### config.mk
export PLATFORM = sky130hd
export DESIGN_NAME = stage_sequencer_flat
export DESIGN_NICKNAME = d
export VERILOG_FILES = /design/src/rtl/stage_seq_pkg.sv /design/src/rtl/stage_sequencer_if.sv /design/src/rtl/irq_prio_enc.sv /design/src/rtl/stage_sequencer.sv /design/src/flat_wrapper.sv
export SDC_FILE = /design/constraint.sdc
export NUM_CORES = 1
export LEC_CHECK = 0
export BUFFER_PORTS_ARGS = -buffer_cell sky130_fd_sc_hd__buf_2
export CELL_PAD_IN_SITES_DETAIL_PLACEMENT = 1
export CELL_PAD_IN_SITES_GLOBAL_PLACEMENT = 1
export CORE_ASPECT_RATIO = 0.75
export CORE_MARGIN = 5
export CORE_UTILIZATION = 37
export DETAILED_ROUTE_END_ITERATION = 8
export GPL_ROUTABILITY_DRIVEN = 0
export HOLD_SLACK_MARGIN = 0.05
export PLACE_DENSITY_LB_ADDON = 0.1
export RECOVER_POWER = 25
export SYNTH_ARGS = -nofsm -noshare
export SYNTH_HDL_FRONTEND = slang
export SYNTH_SLANG_ARGS = --single-unit
export TNS_END_PERCENT = 1
### constraint.sdc
create_clock -name clk -period 2.94 [get_ports clk]
set_clock_uncertainty 0.1 [all_clocks]
set_input_delay 0.294 -clock clk [delete_from_list [all_inputs] [get_ports clk]]
set_output_delay 0.294 -clock clk [all_outputs]
set_load 0.1 [all_outputs]
### src/rtl/stage_seq_pkg.sv
// rtl/stage_seq_pkg.sv - shared types and fault codes for the stage sequencer
// Purpose: control-op encoding and 4-bit fault codes used by stage_sequencer.
package stage_seq_pkg;

    typedef enum logic [1:0] {
        CTRL_TRAP    = 2'b00,
        CTRL_EXT_INT = 2'b01,
        CTRL_SW_INT  = 2'b10,
        CTRL_NORMAL  = 2'b11
    } ctrl_op_e;

    localparam logic [3:0] FAULT_INSTR_MISALIGNED = 4'b0000;
    localparam logic [3:0] FAULT_INSTR_ACCESS     = 4'b0001;
    localparam logic [3:0] FAULT_ILLEGAL_INSTR    = 4'b0010;
    localparam logic [3:0] FAULT_LOAD_MISALIGNED  = 4'b0100;
    localparam logic [3:0] FAULT_LOAD_ACCESS      = 4'b0101;
    localparam logic [3:0] FAULT_STORE_MISALIGNED = 4'b0110;
    localparam logic [3:0] FAULT_STORE_ACCESS     = 4'b0111;
    localparam logic [3:0] FAULT_STAGE_TIMEOUT    = 4'b1000;

endpackage

### src/rtl/stage_sequencer_if.sv
// rtl/stage_sequencer_if.sv - stage handshake bundle between sequencer and datapath
// Purpose: groups the per-stage handshake.
//   stage_done   : datapath -> sequencer, current stage finished
//   stage_skip   : datapath -> sequencer, stages to bypass on next advance
//   stage_active : sequencer -> datapath, one-hot current stage
//   stage_enter  : sequencer -> datapath, first cycle of a stage
interface stage_sequencer_if #(
    parameter int NUM_STAGES = 8
);
    logic                  stage_done;
    logic [NUM_STAGES-1:0] stage_skip;
    logic [NUM_STAGES-1:0] stage_active;
    logic                  stage_enter;

    modport master (
        input  stage_done,
        input  stage_skip,
        output stage_active,
        output stage_enter
    );

    modport slave (
        output stage_done,
        output stage_skip,
        input  stage_active,
        input  stage_enter
    );
endinterface

### src/rtl/irq_prio_enc.sv
// rtl/irq_prio_enc.sv - lowest-index-wins priority encoder
// Purpose: returns whether any request is set and the index of the lowest one.
//   req   : request vector
//   valid : any bit of req set
//   idx   : index of the lowest set bit (0 when none)
module irq_prio_enc #(
    parameter int W     = 4,
    parameter int IDX_W = (W > 1) ? $clog2(W) : 1
) (
    input  logic [W-1:0]     req,
    output logic             valid,
    output logic [IDX_W-1:0] idx
);

    // Scan from the top down so the last hit written is the lowest index.
    always_comb begin
        valid = 1'b0;
        idx   = '0;
        for (int i = W - 1; i >= 0; i--) begin
            if (req[i]) begin
                valid = 1'b1;
                idx   = IDX_W'(i);
            end
        end
    end

endmodule

### src/rtl/stage_sequencer.sv
// rtl/stage_sequencer.sv - one-hot multi-cycle stage sequencer with fault abort
// Purpose: steps a one-hot stage vector on stage_done, skips marked stages,
// aborts to control stage 0 on faults or dwell timeout, and latches a control
// operation on every entry to stage 0.
//   clk, reset_n           : clock, synchronous active-low reset
//   stg (master)           : stage_done/stage_skip in, stage_active/stage_enter out
//   illegal_instr_fault,
//   mem_addr_fault,
//   mem_access_fault,
//   mem_fault_is_store     : fault inputs
//   irq, irq_en, sw_int    : interrupt requests
//   control_op, irq_id     : operation latched on entry to stage 0
//   fault_num, fault_pending : last fault code, fault awaiting stage 0
module stage_sequencer
    import stage_seq_pkg::*;
#(
    parameter int NUM_STAGES  = 8,
    parameter int FETCH_STAGE = 1,
    parameter int MEM_STAGE   = 5,
    parameter int NUM_IRQ     = 4,
    parameter int TIMEOUT     = 255,
    parameter int IRQ_ID_W    = (NUM_IRQ > 1) ? $clog2(NUM_IRQ) : 1
) (
    input  logic                clk,
    input  logic                reset_n,
    stage_sequencer_if.master   stg,
    input  logic                illegal_instr_fault,
    input  logic                mem_addr_fault,
    input  logic                mem_access_fault,
    input  logic                mem_fault_is_store,
    input  logic [NUM_IRQ-1:0]  irq,
    input  logic [NUM_IRQ-1:0]  irq_en,
    input  logic                sw_int,
    output ctrl_op_e            control_op,
    output logic [IRQ_ID_W-1:0] irq_id,
    output logic [3:0]          fault_num,
    output logic                fault_pending
);

    localparam int STG_IDX_W = (NUM_STAGES > 1) ? $clog2(NUM_STAGES) : 1;
    localparam int DWELL_W   = (TIMEOUT > 0) ? $clog2(TIMEOUT + 1) : 1;
    localparam logic [DWELL_W-1:0] DWELL_MAX   = '1;
    localparam logic [DWELL_W-1:0] TIMEOUT_VAL = DWELL_W'(TIMEOUT);

    logic [NUM_STAGES-1:0] stage_q, stage_d;
    logic                  enter_q, enter_d;
    ctrl_op_e              ctrl_q, ctrl_d;
    logic [IRQ_ID_W-1:0]   irq_id_q, irq_id_d;
    logic [3:0]            fault_num_q, fault_num_d;
    logic                  pend_q, pend_d;
    logic [DWELL_W-1:0]    dwell_q, dwell_d;

    logic                  eligible, in_ctrl, in_fetch, in_mem, timeout_hit;
    logic                  fault_hit, advance;
    logic [3:0]            fault_code;
    logic [NUM_STAGES-1:0] above_mask, cand, next_adv;
    logic                  nxt_valid;
    logic [STG_IDX_W-1:0]  nxt_idx;
    logic                  irq_valid;
    logic [IRQ_ID_W-1:0]   irq_idx;

    // Next-stage search: lowest non-skipped index strictly above the current one.
    // For a one-hot vector, (s << 1) - 1 covers the current bit and everything below;
    // at the top stage the shift overflows to 0 and the mask becomes empty.
    assign above_mask = ~((stage_q << 1) - NUM_STAGES'(1));
    assign cand       = above_mask & ~stg.stage_skip;

    irq_prio_enc #(.W(NUM_STAGES), .IDX_W(STG_IDX_W)) u_next_stage (
        .req   (cand),
        .valid (nxt_valid),
        .idx   (nxt_idx)
    );

    irq_prio_enc #(.W(NUM_IRQ), .IDX_W(IRQ_ID_W)) u_irq_sel (
        .req   (irq & irq_en),
        .valid (irq_valid),
        .idx   (irq_idx)
    );

    assign eligible = ~enter_q;
    assign in_ctrl  = stage_q[0];
    assign in_fetch = stage_q[FETCH_STAGE];
    assign in_mem   = stage_q[MEM_STAGE];
    assign timeout_hit = (TIMEOUT != 0) && !in_ctrl && (dwell_q == TIMEOUT_VAL)
                         && !stg.stage_done;
    assign next_adv = nxt_valid ? (NUM_STAGES'(1) << nxt_idx) : NUM_STAGES'(1);

    always_comb begin
        fault_hit  = 1'b0;
        fault_code = FAULT_INSTR_MISALIGNED;
        if (eligible) begin
            if (illegal_instr_fault && !in_ctrl) begin
                fault_hit  = 1'b1;
                fault_code = FAULT_ILLEGAL_INSTR;
            end else if (mem_addr_fault && (in_fetch || in_mem)) begin
                fault_hit  = 1'b1;
                fault_code = in_fetch ? FAULT_INSTR_MISALIGNED :
                             mem_fault_is_store ? FAULT_STORE_MISALIGNED : FAULT_LOAD_MISALIGNED;
            end else if (mem_access_fault && (in_fetch || in_mem)) begin
                fault_hit  = 1'b1;
                fault_code = in_fetch ? FAULT_INSTR_ACCESS :
                             mem_fault_is_store ? FAULT_STORE_ACCESS : FAULT_LOAD_ACCESS;
            end else if (timeout_hit) begin
                fault_hit  = 1'b1;
                fault_code = FAULT_STAGE_TIMEOUT;
            end
        end
    end

    always_comb begin
        advance     = eligible && stg.stage_done && !fault_hit;
        stage_d     = stage_q;
        enter_d     = 1'b0;
        ctrl_d      = ctrl_q;
        irq_id_d    = irq_id_q;
        fault_num_d = fault_num_q;
        pend_d      = pend_q;
        dwell_d     = dwell_q;

        if (fault_hit) begin
            stage_d     = NUM_STAGES'(1);
            enter_d     = 1'b1;
            fault_num_d = fault_code;
            pend_d      = 1'b1;
        end else if (advance) begin
            stage_d = next_adv;
            enter_d = 1'b1;
            if (in_ctrl) begin
                pend_d = 1'b0;
            end
        end

        // Any transition into stage 0 (abort, wrap or stage 0 re-entry) latches an op.
        if (enter_d && stage_d[0]) begin
            if (pend_d) begin
                ctrl_d = CTRL_TRAP;
            end else if (irq_valid) begin
                ctrl_d   = CTRL_EXT_INT;
                irq_id_d = irq_idx;
            end else if (sw_int) begin
                ctrl_d = CTRL_SW_INT;
            end else begin
                ctrl_d = CTRL_NORMAL;
            end
        end

        if (enter_d) begin
            dwell_d = '0;
        end else if (eligible && dwell_q != DWELL_MAX) begin
            dwell_d = dwell_q + DWELL_W'(1);
        end
    end

    always_ff @(posedge clk) begin
        if (!reset_n) begin
            stage_q     <= NUM_STAGES'(1);
            enter_q     <= 1'b1;
            ctrl_q      <= CTRL_NORMAL;
            irq_id_q    <= '0;
            fault_num_q <= 4'b0000;
            pend_q      <= 1'b0;
            dwell_q     <= '0;
        end else begin
            stage_q     <= stage_d;
            enter_q     <= enter_d;
            ctrl_q      <= ctrl_d;
            irq_id_q    <= irq_id_d;
            fault_num_q <= fault_num_d;
            pend_q      <= pend_d;
            dwell_q     <= dwell_d;
        end
    end

    assign stg.stage_active = stage_q;
    assign stg.stage_enter  = enter_q;
    assign control_op       = ctrl_q;
    assign irq_id           = irq_id_q;
    assign fault_num        = fault_num_q;
    assign fault_pending    = pend_q;

endmodule
### src/flat_wrapper.sv
// flat-port wrapper written by rule: the top's interface ports become plain ports
module stage_sequencer_flat import stage_seq_pkg::*;
#(
    parameter int NUM_STAGES  = 8,
    parameter int FETCH_STAGE = 1,
    parameter int MEM_STAGE   = 5,
    parameter int NUM_IRQ     = 4,
    parameter int TIMEOUT     = 255,
    parameter int IRQ_ID_W    = (NUM_IRQ > 1) ? $clog2(NUM_IRQ) : 1
)
  (clk, reset_n, illegal_instr_fault, mem_addr_fault, mem_access_fault, mem_fault_is_store, irq, irq_en, sw_int, control_op, irq_id, fault_num, fault_pending, stg_stage_done, stg_stage_skip, stg_stage_active, stg_stage_enter);
  stage_sequencer_if #(.NUM_STAGES(NUM_STAGES)) stg_i ();
  input  logic clk;
  input  logic reset_n;
  input  logic illegal_instr_fault;
  input  logic mem_addr_fault;
  input  logic mem_access_fault;
  input  logic mem_fault_is_store;
  input  logic [NUM_IRQ-1:0] irq;
  input  logic [NUM_IRQ-1:0] irq_en;
  input  logic sw_int;
  output ctrl_op_e control_op;
  output logic [IRQ_ID_W-1:0] irq_id;
  output logic [3:0] fault_num;
  output logic fault_pending;
  input wire logic [$bits(stg_i.stage_done)-1:0] stg_stage_done;
  input wire logic [$bits(stg_i.stage_skip)-1:0] stg_stage_skip;
  output wire logic [$bits(stg_i.stage_active)-1:0] stg_stage_active;
  output wire logic [$bits(stg_i.stage_enter)-1:0] stg_stage_enter;
  assign stg_i.stage_done = stg_stage_done;
  assign stg_i.stage_skip = stg_stage_skip;
  assign stg_stage_active = stg_i.stage_active;
  assign stg_stage_enter = stg_i.stage_enter;
  stage_sequencer #(.NUM_STAGES(NUM_STAGES), .FETCH_STAGE(FETCH_STAGE), .MEM_STAGE(MEM_STAGE), .NUM_IRQ(NUM_IRQ), .TIMEOUT(TIMEOUT), .IRQ_ID_W(IRQ_ID_W)) u_core (.clk(clk), .reset_n(reset_n), .stg(stg_i), .illegal_instr_fault(illegal_instr_fault), .mem_addr_fault(mem_addr_fault), .mem_access_fault(mem_access_fault), .mem_fault_is_store(mem_fault_is_store), .irq(irq), .irq_en(irq_en), .sw_int(sw_int), .control_op(control_op), .irq_id(irq_id), .fault_num(fault_num), .fault_pending(fault_pending));
endmodule
==> out/metrics.cfg, run 1 <==
[flow_run]
max_cap_violations=0

[routing]
first_iter_violations=42
antenna_left=0
drcViolationCount=0
drt-pass1-iter-count=4
vias_per_cell=5.12
dr_total_vias=1286
wl_mm=3.65
routedWlPerCell_um=14.5

[sta]
final_max_slew_viol_count=0
fin_tns_setup_ps=0
rsz0062_at_grt=false
min_period_over_period_pct=89.5
setup_viol=0
worst_pin_slew_ps=1180
clock.fmax_mhz=380
min_period_ps=2630
whs_ps=198
relSlewSlack_pct=22.0
finalHoldViolations=0

[synthesis]
synth_cell_types=56
netlist_instances=157
synth_edf_count=0
ys_warn_count=0
seq_area_frac_synth_pct=36.4
synth_fp_nets=183
synth_top_area_share_pct=36.4
syn-cell-area_um2=1430
avgSynthCellArea_um2=9.10
synth-seq-cells=26
synth_async_sr_flop_share_pct=0
synth_area_leaders=dfxtp_1 36%, nor2_1 5.5%, xor2_1 3.1%
yosysTopAreaCell=dfxtp_1
synth_common_cells=26 x dfxtp_1, 21 x nor2_1, 8 x inv_1, 8 x nand2_1, 7 x a21oi_1
synth.most_common_cell=dfxtp_1
synth_flop_cell=dfxtp_1

[final_layout]
fin_cells=251
seqCellArea_um2=523
nNetsFinal=227
multiInputGateArea_um2=837
antenna_cells=0
drive_gt1_share_pct=28.6
syn_to_final_growth_pct=20.4
design_area_um2=1720
fillers=466

[grt]
antenna_found_initial=0
grt_max_degree=14
grtUsageTotal_pct=14.8
grt_pass1_vias=1319
grt_pass1_wl_mm=6.12
overflow=0

[clocking]
numCtsBuffers=3
clock-sinks=26
cts_tree=done
clkTransAtPathRegs_ps=90
insertion_delay_ps=270
cts_root_buffer=clkbuf_8
cts_setup_buffers=0
hold_buffers=0
h-tree-depth=1
cts_resized=0
clockBufferDepth=2

[placement]
post-dp-hpwl_mm=2.99
placed_area_um2=1690
portBuffers=40
dp_cells=248

[hold_path]
hold_class=in2reg

[floorplanning]
fp.coreArea_um2=3680
io_pins=42
start_util_pct=38.8
dieWidth_um=81.8
num_rows=19
die_area_um2=5220
die_height_um=63.8

[worst_setup_path]
crit_type=reg2reg
critPathCaptureType=flip-flop
arrival_ps=2740
cp_slowest_cell=a2111o_1
start_kind=flip-flop
path_cells=inv_1 -> ha_1 -> nor3b_1 -> buf_4 -> mux2_4 -> nor4_4 -> o2111ai_2 -> a2111o_1 -> a21boi_1
cp_max_fo=8
rrSetupSlack_ps=310
cp_data_required_time_ps=3050
slowest_delay_ps=410

[power_and_ir_drop]
p_leak_uw=0.000701
irDropWorstVdd_v=0.000223
power.density_nw_per_um2=442
p_total_uw=760

[run_status]
status=completed

## registers in the layout, indices dropped and copies added (netlist names)
| name | cells |
|---|---|
| u_core.irq_id | 2 |
| u_core.fault_pending | 1 |
| u_core.control_op | 2 |
| u_core.stg.stage_enter | 1 |
| u_core.fault_num | 4 |
| u_core.dwell_q | 8 |
| u_core.stg.stage_active | 8 |
## cells in the final DEF, fill, tap and decap left out, types with 3 or more instances in the layout
cell type	n
nand2_1	8
nor3_1	3
nor2_1	21
nand2b_1	3
nor3b_1	3
xor2_1	5
buf_2	29
a21oi_1	7
and3_1	3
a22oi_1	3
buf_4	5
inv_1	8
nor2b_1	4
nand4_1	5
nand3_1	3
xnor2_1	3
dfxtp_1	24
clkbuf_1	11
clkbuf_8	3
## metrics by stage
stage	utilization, %	worst slack [ps]
floorplan	-	106
CTS	47.1	270
finish	46.7	310
global placement	45.9	310
global route	46.7	87.2
detailed placement	45.9	314
## area by class of cell
cell class / instances / area share [%]
inverter: 8 / 1.75
tap: 52 / 3.78
timing repair buffer: 45 / 13.0
sequential: 26 / 30.4
clock buffer: 3 / 2.40
multi-input combinational: 117 / 48.7
## worst paths after layout
| path | start | cells after the start | endpoint |
|---|---|---|---|
| worst min-delay path | reset_n | 2 | u_core.control_op[1] |
| worst min register to register | u_core.stg.stage_active[7] | 2 | u_core.stg.stage_active[7] |
| worst max register to register | u_core.stg.stage_active[1] | 9 | u_core.irq_id[0] |
| worst max-delay path | u_core.stg.stage_active[1] | 9 | u_core.irq_id[0] |
## metal layers
| metal | up-vias | part of all wire, % | track usage (%) |
|---|---|---|---|
| met5 | - | 0 | 0 |
| met4 | 0 | 0.49 | 3.73 |
| met3 | 2 | 6.7 | 3.23 |
| met2 | 33 | 44 | 23.0 |
| met1 | 597 | 49 | 20.6 |
| li1 | 654 | - | - |
## cells by family after synthesis
kind of cell             count (synthesis)  share of synthesized area [%]
adder cells (fa/ha/maj)                  2                           1.75
AO/OA/AOI/OAI                           37                           22.0
flip-flops                              26                           36.4
buffers and inverters                   14                           4.99
XOR/XNOR                                 8                           4.90
multiplexers                             3                           2.45
AND/OR/NAND/NOR                         67                           27.5
## report_power, final
part	switching (uW)	internal (uW)
combinational	126	63.1
sequential	10.2	362
clock	107	91.8
## worst max-delay path, delay by kind of cell (launching register included)
kind	cells	cell delay, ps
buf+inv	2	260
compound gates	3	740
flops	1	370
simple gates	2	580
fa+ha+maj	1	180
mux	1	330
No activity file was read; power rests on OpenSTA's default activity.
==> inputs of run 2 (changes only) <==
==> constraint.sdc (replaced) <==
create_clock -name clk -period 2.94 [get_ports clk]
set_clock_uncertainty 0.1 [all_clocks]
set_input_delay 0.588 -clock clk [delete_from_list [all_inputs] [get_ports clk]]
set_output_delay 0.588 -clock clk [all_outputs]
set_load 0.1 [all_outputs]
==> run 2 against run 1 <==
Core utilization up 0.51 points. Hold slack better by 180 ps. Via count down 1.2%. Global-route usage down 0.53 points. Non-clock buffer count up 1. Critical path depth unchanged. Critical path type unchanged. Largest power group unchanged. Highest routed layer unchanged.
==> out/metrics.cfg, run 2 (same netlist as run 1, synthesis figures left out) <==
[sta]
rsz0062_at_grt=false
fin_tns_setup_ps=0  ; unchanged
finalHoldViolations=0  ; unchanged
clock.fmax_mhz=376  ; -1.1%
final_max_slew_viol_count=0  ; unchanged
relSlewSlack_pct=21.5  ; -0.44 points
setup_ws_ps=280  ; -30.0 ps
min_period_over_period_pct=90.5  ; +1.0 points
setup_viol=0  ; unchanged
worst_pin_slew_ps=1180  ; +6.62 ps
min_period_ps=2660  ; +30.0 ps

[hold_path]
hold_class=reg2reg
min_from=u_core.stg.stage_active[7]

[grt]
grt_pass1_wl_mm=5.99  ; -2.1%
grt_max_degree=15  ; +1
antenna_found_initial=0  ; unchanged
overflow=0  ; unchanged
grt_pass1_vias=1254  ; -4.9%
grtUsageTotal_pct=14.2  ; -0.53 points

[flow_run]
max_cap_violations=0  ; unchanged

[placement]
portBuffers=40  ; unchanged
placed_area_um2=1700  ; +0.44%
post-dp-hpwl_mm=2.93  ; -2.0%
pre_cts_slack_ps=283  ; -30.7 ps

[floorplanning]
die_area_um2=5220  ; unchanged
num_rows=19  ; unchanged
die_height_um=63.8  ; unchanged
dieWidth_um=81.8  ; unchanged
io_pins=42  ; unchanged
fp.coreArea_um2=3680  ; unchanged
start_util_pct=38.8  ; unchanged

[worst_setup_path]
cp_data_required_time_ps=3050  ; about the same
cp_top_family=compound AO/OA/AOI/OAI gates
cp_max_fo=8  ; unchanged
cp_slowest_cell=a2111o_1
critPathCaptureType=flip-flop
arrival_ps=2770  ; +30 ps
start_kind=flip-flop
crit_type=reg2reg
r2r_start=u_core.stg.stage_active[1]
path_cells=inv_1 -> ha_1 -> nor3b_1 -> buf_4 -> mux2_4 -> nor4_4 -> o2111ai_2 -> a2111o_1 -> a21boi_1
cp_num_buf_inv=2  ; unchanged
crit_start=u_core.stg.stage_active[1]
slowest_delay_ps=420  ; about the same

[clocking]
cts_root_buffer=clkbuf_8
clkTransAtPathRegs_ps=90  ; about the same
insertion_delay_ps=270  ; about the same
cts_setup_buffers=0  ; unchanged
cts_resized=0  ; unchanged
cts_tree=done
clockBufferDepth=2  ; unchanged
hold_buffers=0  ; unchanged
clock-sinks=26  ; unchanged
h-tree-depth=1  ; unchanged
numCtsBuffers=3  ; unchanged

[routing]
first_iter_violations=70  ; +67%
dr_total_vias=1270  ; -1.2%
wl_mm=3.61  ; -1.1%
routedWlPerCell_um=14.3  ; -1.9%
drt-pass1-iter-count=4  ; unchanged
antenna_left=0  ; unchanged
vias_per_cell=5.02  ; -2.0%
drcViolationCount=0  ; unchanged

[final_layout]
design_area_um2=1740  ; +1.1%
antenna_cells=0  ; unchanged
mostFrequentLayoutCell=buf_2
drive_gt1_share_pct=29.4  ; +0.71 points
final_cell_mix=30 x buf_2, 24 x dfxtp_1, 21 x nor2_1
nNetsFinal=228  ; +0.44%
fillers=463  ; -0.64%
syn_to_final_growth_pct=21.7

[power_and_ir_drop]
p_leak_uw=0.000716  ; +2.2%
power.density_nw_per_um2=455  ; +3.0%
p_total_uw=791  ; +4.1%
irDropWorstVdd_v=0.000307  ; +38%

[run_status]
status=completed

run 2: cell types whose count changed in the layout (fill, tap and decap cells not counted), sizes merged:
cell,before,now
buf,34,36
run 2: worst paths after layout:
check,endpoint,slack (ps),depth (start not counted)
min,u_core.stg.stage_active[7],370,2
min reg2reg,u_core.stg.stage_active[7],370,2
max reg2reg,u_core.irq_id[0],280,9
max,u_core.irq_id[0],280,9
run 2: power by group:
part	internal [uW]	leakage, uW	switching [uW]
clock network	120	0.0000288	112
registers	362	0.000211	10.4
logic	63.1	0.000477	124
run 2: metal layers:
layer  global-route usage (%)  part of all wire [%]
met2                     21.4                    42
met3                     3.51                   6.3
met5                        0                     0
met1                     20.9                    51
met4                     2.28                  0.50
run 2: layout make-up:
class	instances	area, um^2	share of cell area (%)
timing repair buffer	46	233	13.4
sequential	26	523	30.1
multi-input combinational	117	833	47.9
inverter	8	30.0	1.73
tap	52	65.1	3.74
clock buffer	4	55.1	3.17
run 2: tightest hold or removal path, cell delays in order, from the launching register on:
cell,delay (ps)
dfxtp_1,320
inv_1,50
o32ai_1,60
run 2: stage by stage:
step                      util [%]  hold WS (ps)  instances
after floorplan                  -           379        157
after global placement        46.1           349        249
after detailed placement      46.1           345        249
after CTS                     47.6           369        253
after global routing          47.2           405        253
final                         47.2           374        253
